File: src/rtl/voice_matcher.sv
// voice_matcher: captures a fixed-length utterance of packed sample words into
// an external capture RAM, scores it word-by-word against NUM_DIRS template
// RAMs and reports the best-matching direction with a hit/no-hit decision.
//
// state     | meaning
// ----------+---------------------------------------------------------------
// S_IDLE    | waiting for start; last decision and scores held
// S_RECORD  | writing valid sample words to capture RAM at addresses 0..CHUNKS-1
// S_COMPARE | issuing addresses 0..CHUNKS-1, then one drain cycle for the last word
// S_DECIDE  | scores final; decision registered at the edge leaving this state
module voice_matcher #(
    parameter int NUM_DIRS    = 4,
    parameter int LANES       = 4,
    parameter int SAMPLE_W    = 8,
    parameter int ADDR_W      = 12,
    parameter int CHUNKS      = 2830,
    parameter int TOL         = 15,
    parameter int THRESH      = 3,
    parameter int CNT_W       = 12,
    parameter int MARGIN      = 1,
    parameter int DEFAULT_DIR = 1,
    localparam int WORD_W     = LANES * SAMPLE_W,
    localparam int DIR_W      = $clog2(NUM_DIRS)
) (
    input  logic                       clk,
    input  logic                       rst,
    input  logic                       start,
    input  logic                       compare_en,
    input  logic                       abort,
    input  logic                       smp_valid,
    input  logic [WORD_W-1:0]          smp_data,
    output logic                       ram_wr,
    output logic [ADDR_W-1:0]          ram_addr,
    output logic [WORD_W-1:0]          ram_wdata,
    input  logic [WORD_W-1:0]          cap_rdata,
    input  logic [NUM_DIRS*WORD_W-1:0] tmpl_rdata,
    output logic [DIR_W-1:0]           match,
    output logic                       match_hit,
    output logic                       done,
    output logic                       busy,
    output logic [NUM_DIRS*CNT_W-1:0]  score
);

    localparam int LCNT_W = $clog2(LANES + 1);

    localparam logic [ADDR_W-1:0]   LAST_ADDR = ADDR_W'(CHUNKS - 1);
    localparam logic [SAMPLE_W:0]   TOL_V     = (SAMPLE_W + 1)'(TOL);
    localparam logic [LCNT_W-1:0]   THRESH_V  = LCNT_W'(THRESH);
    localparam logic [CNT_W:0]      MARGIN_V  = (CNT_W + 1)'(MARGIN);
    localparam logic [DIR_W-1:0]    DEF_DIR   = DIR_W'(DEFAULT_DIR);

    typedef enum logic [1:0] {
        S_IDLE,
        S_RECORD,
        S_COMPARE,
        S_DECIDE
    } state_t;

    state_t state_q, state_d;

    logic [ADDR_W-1:0] addr_cnt;
    logic              drain;       // COMPARE has issued its last address
    logic              eval_valid;  // RAM read data this cycle belongs to an issued address
    logic [CNT_W-1:0]  score_q [NUM_DIRS];

    logic [NUM_DIRS-1:0] word_hit;
    logic [LCNT_W-1:0]   lane_cnt;
    logic [SAMPLE_W:0]   lane_a;
    logic [SAMPLE_W:0]   lane_b;
    logic [SAMPLE_W:0]   lane_diff;

    logic [CNT_W-1:0] best_val;
    logic [CNT_W-1:0] second_val;
    logic [CNT_W-1:0] lead;
    logic [DIR_W-1:0] best_idx;
    logic             tie;
    logic             hit_c;

    logic rec_last_wr;
    logic cmp_last_issue;

    assign ram_wdata      = smp_data;
    assign rec_last_wr    = (state_q == S_RECORD) && smp_valid && (addr_cnt == LAST_ADDR);
    assign cmp_last_issue = (state_q == S_COMPARE) && !drain && (addr_cnt == LAST_ADDR);

    // State register.
    always_ff @(posedge clk or posedge rst) begin
        if (rst) begin
            state_q <= S_IDLE;
        end else begin
            state_q <= state_d;
        end
    end

    // Next-state and RAM port control; abort overrides every transition.
    always_comb begin
        state_d  = state_q;
        ram_wr   = 1'b0;
        ram_addr = '0;
        busy     = (state_q != S_IDLE);
        case (state_q)
            S_IDLE: begin
                if (start) state_d = S_RECORD;
            end
            S_RECORD: begin
                ram_wr   = smp_valid;
                ram_addr = addr_cnt;
                if (rec_last_wr) state_d = compare_en ? S_COMPARE : S_IDLE;
            end
            S_COMPARE: begin
                ram_addr = addr_cnt;
                if (drain) state_d = S_DECIDE;
            end
            S_DECIDE: begin
                state_d = S_IDLE;
            end
            default: begin
                state_d = S_IDLE;
            end
        endcase
        if (abort) state_d = S_IDLE;
    end

    // Shared address counter plus the one-cycle read pipeline flags.
    always_ff @(posedge clk or posedge rst) begin
        if (rst) begin
            addr_cnt   <= '0;
            drain      <= 1'b0;
            eval_valid <= 1'b0;
        end else if (abort) begin
            addr_cnt   <= '0;
            drain      <= 1'b0;
            eval_valid <= 1'b0;
        end else begin
            eval_valid <= (state_q == S_COMPARE) && !drain;
            drain      <= cmp_last_issue;
            case (state_q)
                S_RECORD: begin
                    if (smp_valid) addr_cnt <= rec_last_wr ? '0 : addr_cnt + ADDR_W'(1);
                end
                S_COMPARE: begin
                    if (!drain) addr_cnt <= cmp_last_issue ? '0 : addr_cnt + ADDR_W'(1);
                end
                default: begin
                    addr_cnt <= '0;
                end
            endcase
        end
    end

    // Per-template lane tolerance test and word qualification on the read data.
    always_comb begin
        word_hit  = '0;
        lane_cnt  = '0;
        lane_a    = '0;
        lane_b    = '0;
        lane_diff = '0;
        for (int d = 0; d < NUM_DIRS; d++) begin
            lane_cnt = '0;
            for (int l = 0; l < LANES; l++) begin
                lane_a    = {1'b0, cap_rdata[l*SAMPLE_W +: SAMPLE_W]};
                lane_b    = {1'b0, tmpl_rdata[d*WORD_W + l*SAMPLE_W +: SAMPLE_W]};
                lane_diff = (lane_a >= lane_b) ? (lane_a - lane_b) : (lane_b - lane_a);
                if (lane_diff <= TOL_V) lane_cnt = lane_cnt + LCNT_W'(1);
            end
            word_hit[d] = (lane_cnt >= THRESH_V);
        end
    end

    // Score counters: cleared on an accepted start, saturating increments while comparing.
    always_ff @(posedge clk or posedge rst) begin
        if (rst) begin
            for (int d = 0; d < NUM_DIRS; d++) score_q[d] <= '0;
        end else if (!abort) begin
            if (state_q == S_IDLE && start) begin
                for (int d = 0; d < NUM_DIRS; d++) score_q[d] <= '0;
            end else if (eval_valid) begin
                for (int d = 0; d < NUM_DIRS; d++) begin
                    if (word_hit[d] && (score_q[d] != '1)) score_q[d] <= score_q[d] + CNT_W'(1);
                end
            end
        end
    end

    // Flatten the score array onto the debug port.
    always_comb begin
        score = '0;
        for (int d = 0; d < NUM_DIRS; d++) score[d*CNT_W +: CNT_W] = score_q[d];
    end

    // Winner search: unique maximum and its lead over the runner-up.
    always_comb begin
        best_val   = score_q[0];
        best_idx   = '0;
        second_val = '0;
        tie        = 1'b0;
        for (int d = 1; d < NUM_DIRS; d++) begin
            if (score_q[d] > best_val) begin
                best_val = score_q[d];
                best_idx = DIR_W'(d);
            end
        end
        for (int d = 0; d < NUM_DIRS; d++) begin
            if (DIR_W'(d) != best_idx) begin
                if (score_q[d] == best_val) tie = 1'b1;
                if (score_q[d] > second_val) second_val = score_q[d];
            end
        end
        lead  = best_val - second_val;
        hit_c = !tie && ({1'b0, lead} >= MARGIN_V);
    end

    // Decision outputs and the done pulse, updated only when DECIDE completes.
    always_ff @(posedge clk or posedge rst) begin
        if (rst) begin
            match     <= DEF_DIR;
            match_hit <= 1'b0;
            done      <= 1'b0;
        end else begin
            done <= (state_q == S_DECIDE) && !abort;
            if (state_q == S_DECIDE && !abort) begin
                match     <= hit_c ? best_idx : DEF_DIR;
                match_hit <= hit_c;
            end
        end
    end

endmodule

File: config.mk
export PLATFORM = sky130hd
export DESIGN_NAME = voice_matcher
export DESIGN_NICKNAME = d
export VERILOG_FILES = /design/src/rtl/voice_matcher.sv
export SDC_FILE = /design/constraint.sdc
export NUM_CORES = 1
export LEC_CHECK = 0
export CAP_MARGIN = 10
export CORE_UTILIZATION = 29
export DETAILED_ROUTE_END_ITERATION = 6
export PLACE_DENSITY_LB_ADDON = 0.15
export SLEW_MARGIN = 20
export SYNTH_ARGS = -nofsm -noshare
export SYNTH_HDL_FRONTEND = slang
export SYNTH_SLANG_ARGS = --single-unit
File: constraint.sdc
create_clock -name clk -period 28.1 [get_ports clk]
set_input_delay 5.62 -clock clk [delete_from_list [all_inputs] [get_ports clk]]
set_output_delay 5.62 -clock clk [all_outputs]
set_load 0.02 [all_outputs]
======== Word level (Yosys, flattened, before mapping) ========
Index checks and enable logic that the tools add are counted.
storage, ports and cells
  input port bits ......................... 198
  memories kept ........................... 0
  output and inout port bits .............. 98
  bits in writable memories ............... 0
  bits in latches ......................... 0
  logic and storage cells ................. 232
  bits in read-only memories .............. 0
  register bits after elaboration ......... 68
cells by class
  bitwise operators ....................... 1
  $lt $le $gt $ge ......................... 44
  equality and inequality tests ........... 20
  multipliers ............................. 0
  $add $sub $neg .......................... 50
  reductions and logical operators ........ 29
  shift operators ......................... 0
  div/mod/pow operators ................... 0
  muxes and demuxes ....................... 77
operator list
  operator                                                            count
  subtractor 8 x 8 -> 9 bit                                           32
  two-way mux 12 bit                                                  21
  <= comparator 9 x 4 -> 1 bit, second input constant                 16
  two-way mux 9 bit                                                   16
  greater-or-equal comparator 8 bit                                   16
  two-way mux 48 bit                                                  2
  greater-than comparator 12 bit                                      6
  adder 12 x 1 -> 12 bit, second input constant                       5
  == test 12 bit                                                      4
  != test 12 bit, second input constant                               4
  adder 3 x 1 -> 3 bit, second input constant                         12
  two-way mux 3 bit                                                   12
  case mux 12 bit (2 select lines)                                    1
  two-way mux 1 bit                                                   16
  two-way mux 2 bit                                                   8
  != test 3 bit, second input constant                                5
  AND reduction 3 bit                                                 5
  nonzero test 2 bit                                                  7
  == test 12 bit, second input constant                               1
  greater-or-equal comparator 12 x 1 -> 1 bit, second input constant  1
  greater-or-equal comparator 3 x 2 -> 1 bit, second input constant   4
  greater-than comparator 12 x 1 -> 1 bit, second input constant      1
  subtractor 12 bit                                                   1
  logical AND 1 bit                                                   11
  10 further kinds                                                    14

======== Depth between registers and ports, before layout ========
  word-level depth ........................ 21
  gate-level depth with buffers ........... 81

======== Worst setup path before layout ========
No wires, ideal clock.
  path type ............................... register -> register
  start ................................... register score_q, in the netlist score[7]
  end ..................................... register match[0]
  library setup time ...................... 73 ps
  clock period less this slack ............ 14274 ps
  required time ........................... 28027 ps
  cell stages (with the launch flop) ...... 78
  buffers on the path ..................... 9
  path slack .............................. 13826 ps
  arrival time ............................ 14201 ps
  path through ............................ dfrtp_1 > clkbuf_1 > inv_1 > ha_1 > nand2_1 > o21a_1 > or2_2 > a21oi_1 > buf_2 > buf_2 > nor2_1 > a21oi_1 > ha_1 > a21o_1 > a31o_1 > a221oi_2 > inv_2 > or3_1 > [42 not listed] > o21ai_0 > ha_1 > inv_1 > fa_1 > nand2_1 > nand2_1 > a21oi_1 > nand2b_1 > a21boi_0 > o21ai_0 > a21oi_1 > a2111o_1 > a211oi_1 > nand2_1 > nor3b_1 > o21ai_1 > and3_1 > a21oi_1
between the ends
  longest elaborated chain between the ends .. 21
  elaborated cells between the ends (all ways) .. 42
  those cells by class .................... 1 x add/sub; 8 x order compare; 7 x eq/ne; 23 x mux; 3 x reduce/logical
RTL lines
  element                                      RTL line  text
  from (decl)                                  64        logic [CNT_W-1:0] score_q [NUM_DIRS];
  greater-than comparator 12 bit               198       if (score_q[d] > best_val) begin
  two-way mux 12 bit                           198
  greater-than comparator 12 bit               198
  two-way mux 12 bit                           198
  greater-than comparator 12 bit               198
  two-way mux 2 bit                            198
  nonzero test 2 bit                           204       if (DIR_W'(d) != best_idx) begin
  two-way mux 12 bit                           204
  [5 not listed]                               --
  two-way mux 12 bit                           204
  greater-than comparator 12 bit               206       if (score_q[d] > second_val) second_val = score_q[d];
  two-way mux 12 bit                           206
  two-way mux 12 bit                           204
  subtractor 12 bit                            209       lead = best_val - second_val;
  greater-or-equal comparator 12 x 1 -> 1 bit  210       hit_c = !tie && ({1'b0, lead} >= MARGIN_V);
  logical AND 1 bit                            210
  two-way mux 2 bit (*)                        222       match <= hit_c ? best_idx : DEF_DIR;
  to (signal assigned)                         222
  to (decl)                                    37        output logic [DIR_W-1:0] match,
Mark *: on every way between the ends. The rest lies on a longest branch, timed or not.
A chain may end at the register's enable or synchronous reset.

======== Final worst setup path ========
Ends and elaborated chain as after synthesis.

==> metrics.txt <==
clock slew at reported path FFs about 0.060 ns; H-tree depth 3; Hold Fails Final Rpt 0; final setup vio count 0; max incr delay on CP 0.80 ns; status finished clean; Slowest-stage cell, CP a21oi_2; Skew-Pair Late Insertion Delay about 0.37 ns; fraction of layout cells with a size suffix above 1 0.0395; Max transition margin 0.334; max cap viols 0; count of pins over their slew limit 0; top cell type's share of synthesized area 0.239; most common cell in the netlist ha_1; Die Height roughly 260 µm; Syn Area/Cell 7.48 µm²; footprint of the multi-input gates about 15000 µm²; top_reg_cell synth dfrtp_1; Clock Sink Count 68; Worst-Margin Slew around 1 ns; Worst Hold Class reg -> reg; unrepaired setup endpoints after global routing no; crit path launch type flop; ranking of synthesized cells by area ha_1 (24%), dfrtp_1 (8.9%), inv_1 (6.7%), o21ai_0 (4.7%), a21oi_1 (4.3%); Die Area 65900 µm²; R2R depth 67; TNS Setup 0 ns; Iter 0 DRT Violations approximately 1.2k; global placement routability congestion between 0.9 and 1; hold path start match_hit$_DFFE_PP0P_; hold endpoint match_hit$_DFFE_PP0P_; fillers slightly below 7k; #FFs+latches synth between 60 and 70; kind of critical path reg -> reg; Ant. Diodes 0; CTS root buf clkbuf_16; largest net degree at the start of global routing 69; Clock Path Buffers 2; routed wire length slightly above 70 mm; CP arrival 16.90 ns; post-synth net total about 3.1k; leakage between 10 and 15 nW; worst reg2reg setup slack 11.48 ns; Synth top cells by count ha_1 (359), inv_1 (336), o21ai_0 (178); DRC 0; Die X approximately 260 µm; Post-synth EDFFs 0; Final WS setup 11.48 ns; routed len/inst 20.0 µm; Req. time, crit path about 28 ns; PD cells between 70 and 80 nW/µm²; initial antenna violation count 0; r2r endpoint match[0]$_DFFE_PP1P_; asr flop ratio synth 1.00; DR vias just under 20k; cell taking the most area after synthesis ha_1; fin crit share 0.591; first-pass GRT wire length between 100 and 150 mm; Sequential Area roughly 1700 µm²; GR Overflow Total 0; Final nets 3267; most frequent CP cell a21oi_1; peak supply drop about 0.08 mV; pre-CTS setup slack between 10 and 15 ns; First-pass DRT Iterations 6; post_cts resized 0; CORE AREA 63500 µm²; Vias/cell around 5.5; post-synth cell types 93; port buffer count roughly 230; Post-Syn Area roughly 19000 µm²; CTS tree built; Tot GR Track Use 0.210; Cells after Synth about 2.5k; antenna-violating nets left 0; Num CTS Buffers 9; row count 92; synth warn 0; Seq/Total Area, Yosys 0.0905; # IOs between 200 and 300; area delta synth->final 18.0%; Post-CTS Hold Fix Bufs 0; R2R Path Start score[7]$_DFFE_PP0P_; CP max FO 30; vias in the first global route roughly 19k; initial core utilization 0.296; Final Skew approximately 0.018 ns; DPL Wire Length approximately 57 mm; WHS Path Cells 2; postcts setup bufs 0; Tmin final 16.62 ns; fmax 0.0602 GHz; Critical Path End Type flop
[worst max-delay path by stage]
| stage | startpoint | end | slack [ns] | cells after the start |
|---|---|---|---|---|
| global route | score[7]$_DFFE_PP0P_ | match[0]$_DFFE_PP1P_ | 10.31 | 69 |
| CTS | score[7]$_DFFE_PP0P_ | match[0]$_DFFE_PP1P_ | 11.25 | 66 |
| global placement | score[7]$_DFFE_PP0P_ | match[0]$_DFFE_PP1P_ | 11.69 | 66 |
| detailed placement | score[7]$_DFFE_PP0P_ | match[0]$_DFFE_PP1P_ | 11.39 | 66 |
| finish | score[7]$_DFFE_PP0P_ | match[0]$_DFFE_PP1P_ | 11.48 | 67 |
| floorplan | score[7]$_DFFE_PP0P_ | match[0]$_DFFE_PP1P_ | 13.83 | 77 |
[area by class of cell]
cell class | count | share of cell area
timing repair buffer | 261 | 0.114
tap | 846 | 0.0477
multi-input combinational | 2000 | 0.689
sequential | 68 | 0.0767
clock buffer | 10 | 0.0108
inverter | 337 | 0.0570
clock inverter | 6 | 0.00428
[cells by family after synthesis]
group                      Yosys count  share of synthesized area
xor gates and xnor gates            74                     0.0345
and+or+nand+nor                    683                      0.188
DFF                                 68                     0.0905
buffers and inverters              447                     0.0965
adders and majority gates          392                      0.274
muxes                               82                     0.0448
AOI/OAI and AO/OA                  769                      0.271
[sequential cells by signal, indices dropped and copies added, names as in the netlist]
signal,cells
state_q,2
drain,1
eval_valid,1
match,2
done,1
match_hit,1
score,48
addr_cnt,12
[routing by layer]
metal | GRT usage | wire [µm] | share of wire
met4 | 0.0519 | 1620 | 0.023
met5 | 0 | 0 | 0
met3 | 0.0345 | 4030 | 0.057
met1 | 0.271 | 31700 | 0.45
met2 | 0.361 | 33300 | 0.47
[critical path: cells and delay by family (launching register included)]
family | cells | cell delay (ns)
buffers and inverters | 4 | 0.87
and+or+nand+nor | 19 | 3.58
AOI/OAI and AO/OA | 34 | 7.78
muxes | 3 | 1.15
DFF | 1 | 0.65
adders and majority gates | 7 | 2.49
[where the power goes]
group          switching [mW]  internal [mW]
combinational           0.821          0.532
sequential             0.0123          0.103
clock                  0.0544         0.0812
total                   0.887          0.717
[cell usage in the layout, fill, tap and decap left out, types with 53 or more instances in the layout]
master | synthesis | layout
ha_1 | 359 | 359
nand2_1 | 160 | 160
xnor2_1 | 53 | 53
a21o_1 | 82 | 82
inv_1 | 336 | 335
dfrtp_1 | 67 | 67
a21oi_1 | 160 | 159
nor2_1 | 127 | 127
nand4_1 | 62 | 62
mux2i_1 | 64 | 64
nand3_1 | 72 | 72
clkdlybuf4s50_1 | 0 | 231
o21ai_0 | 178 | 178
[stage by stage]
step                      power [mW]  area, µm²  hold WS, ns  cells  utilization
final                           1.60      22200        0.510   3528        0.349
after global routing            1.76      22200        0.546   3528        0.349
after CTS                       1.59      22200        0.512   3527        0.349
after detailed placement        1.44      21900        0.500   3511        0.344
after global placement          1.44      21900        0.503   3511        0.344
after floorplan                 1.08      18800        0.491   2515            -
Note: power is estimated with default switching activity, not from simulation.
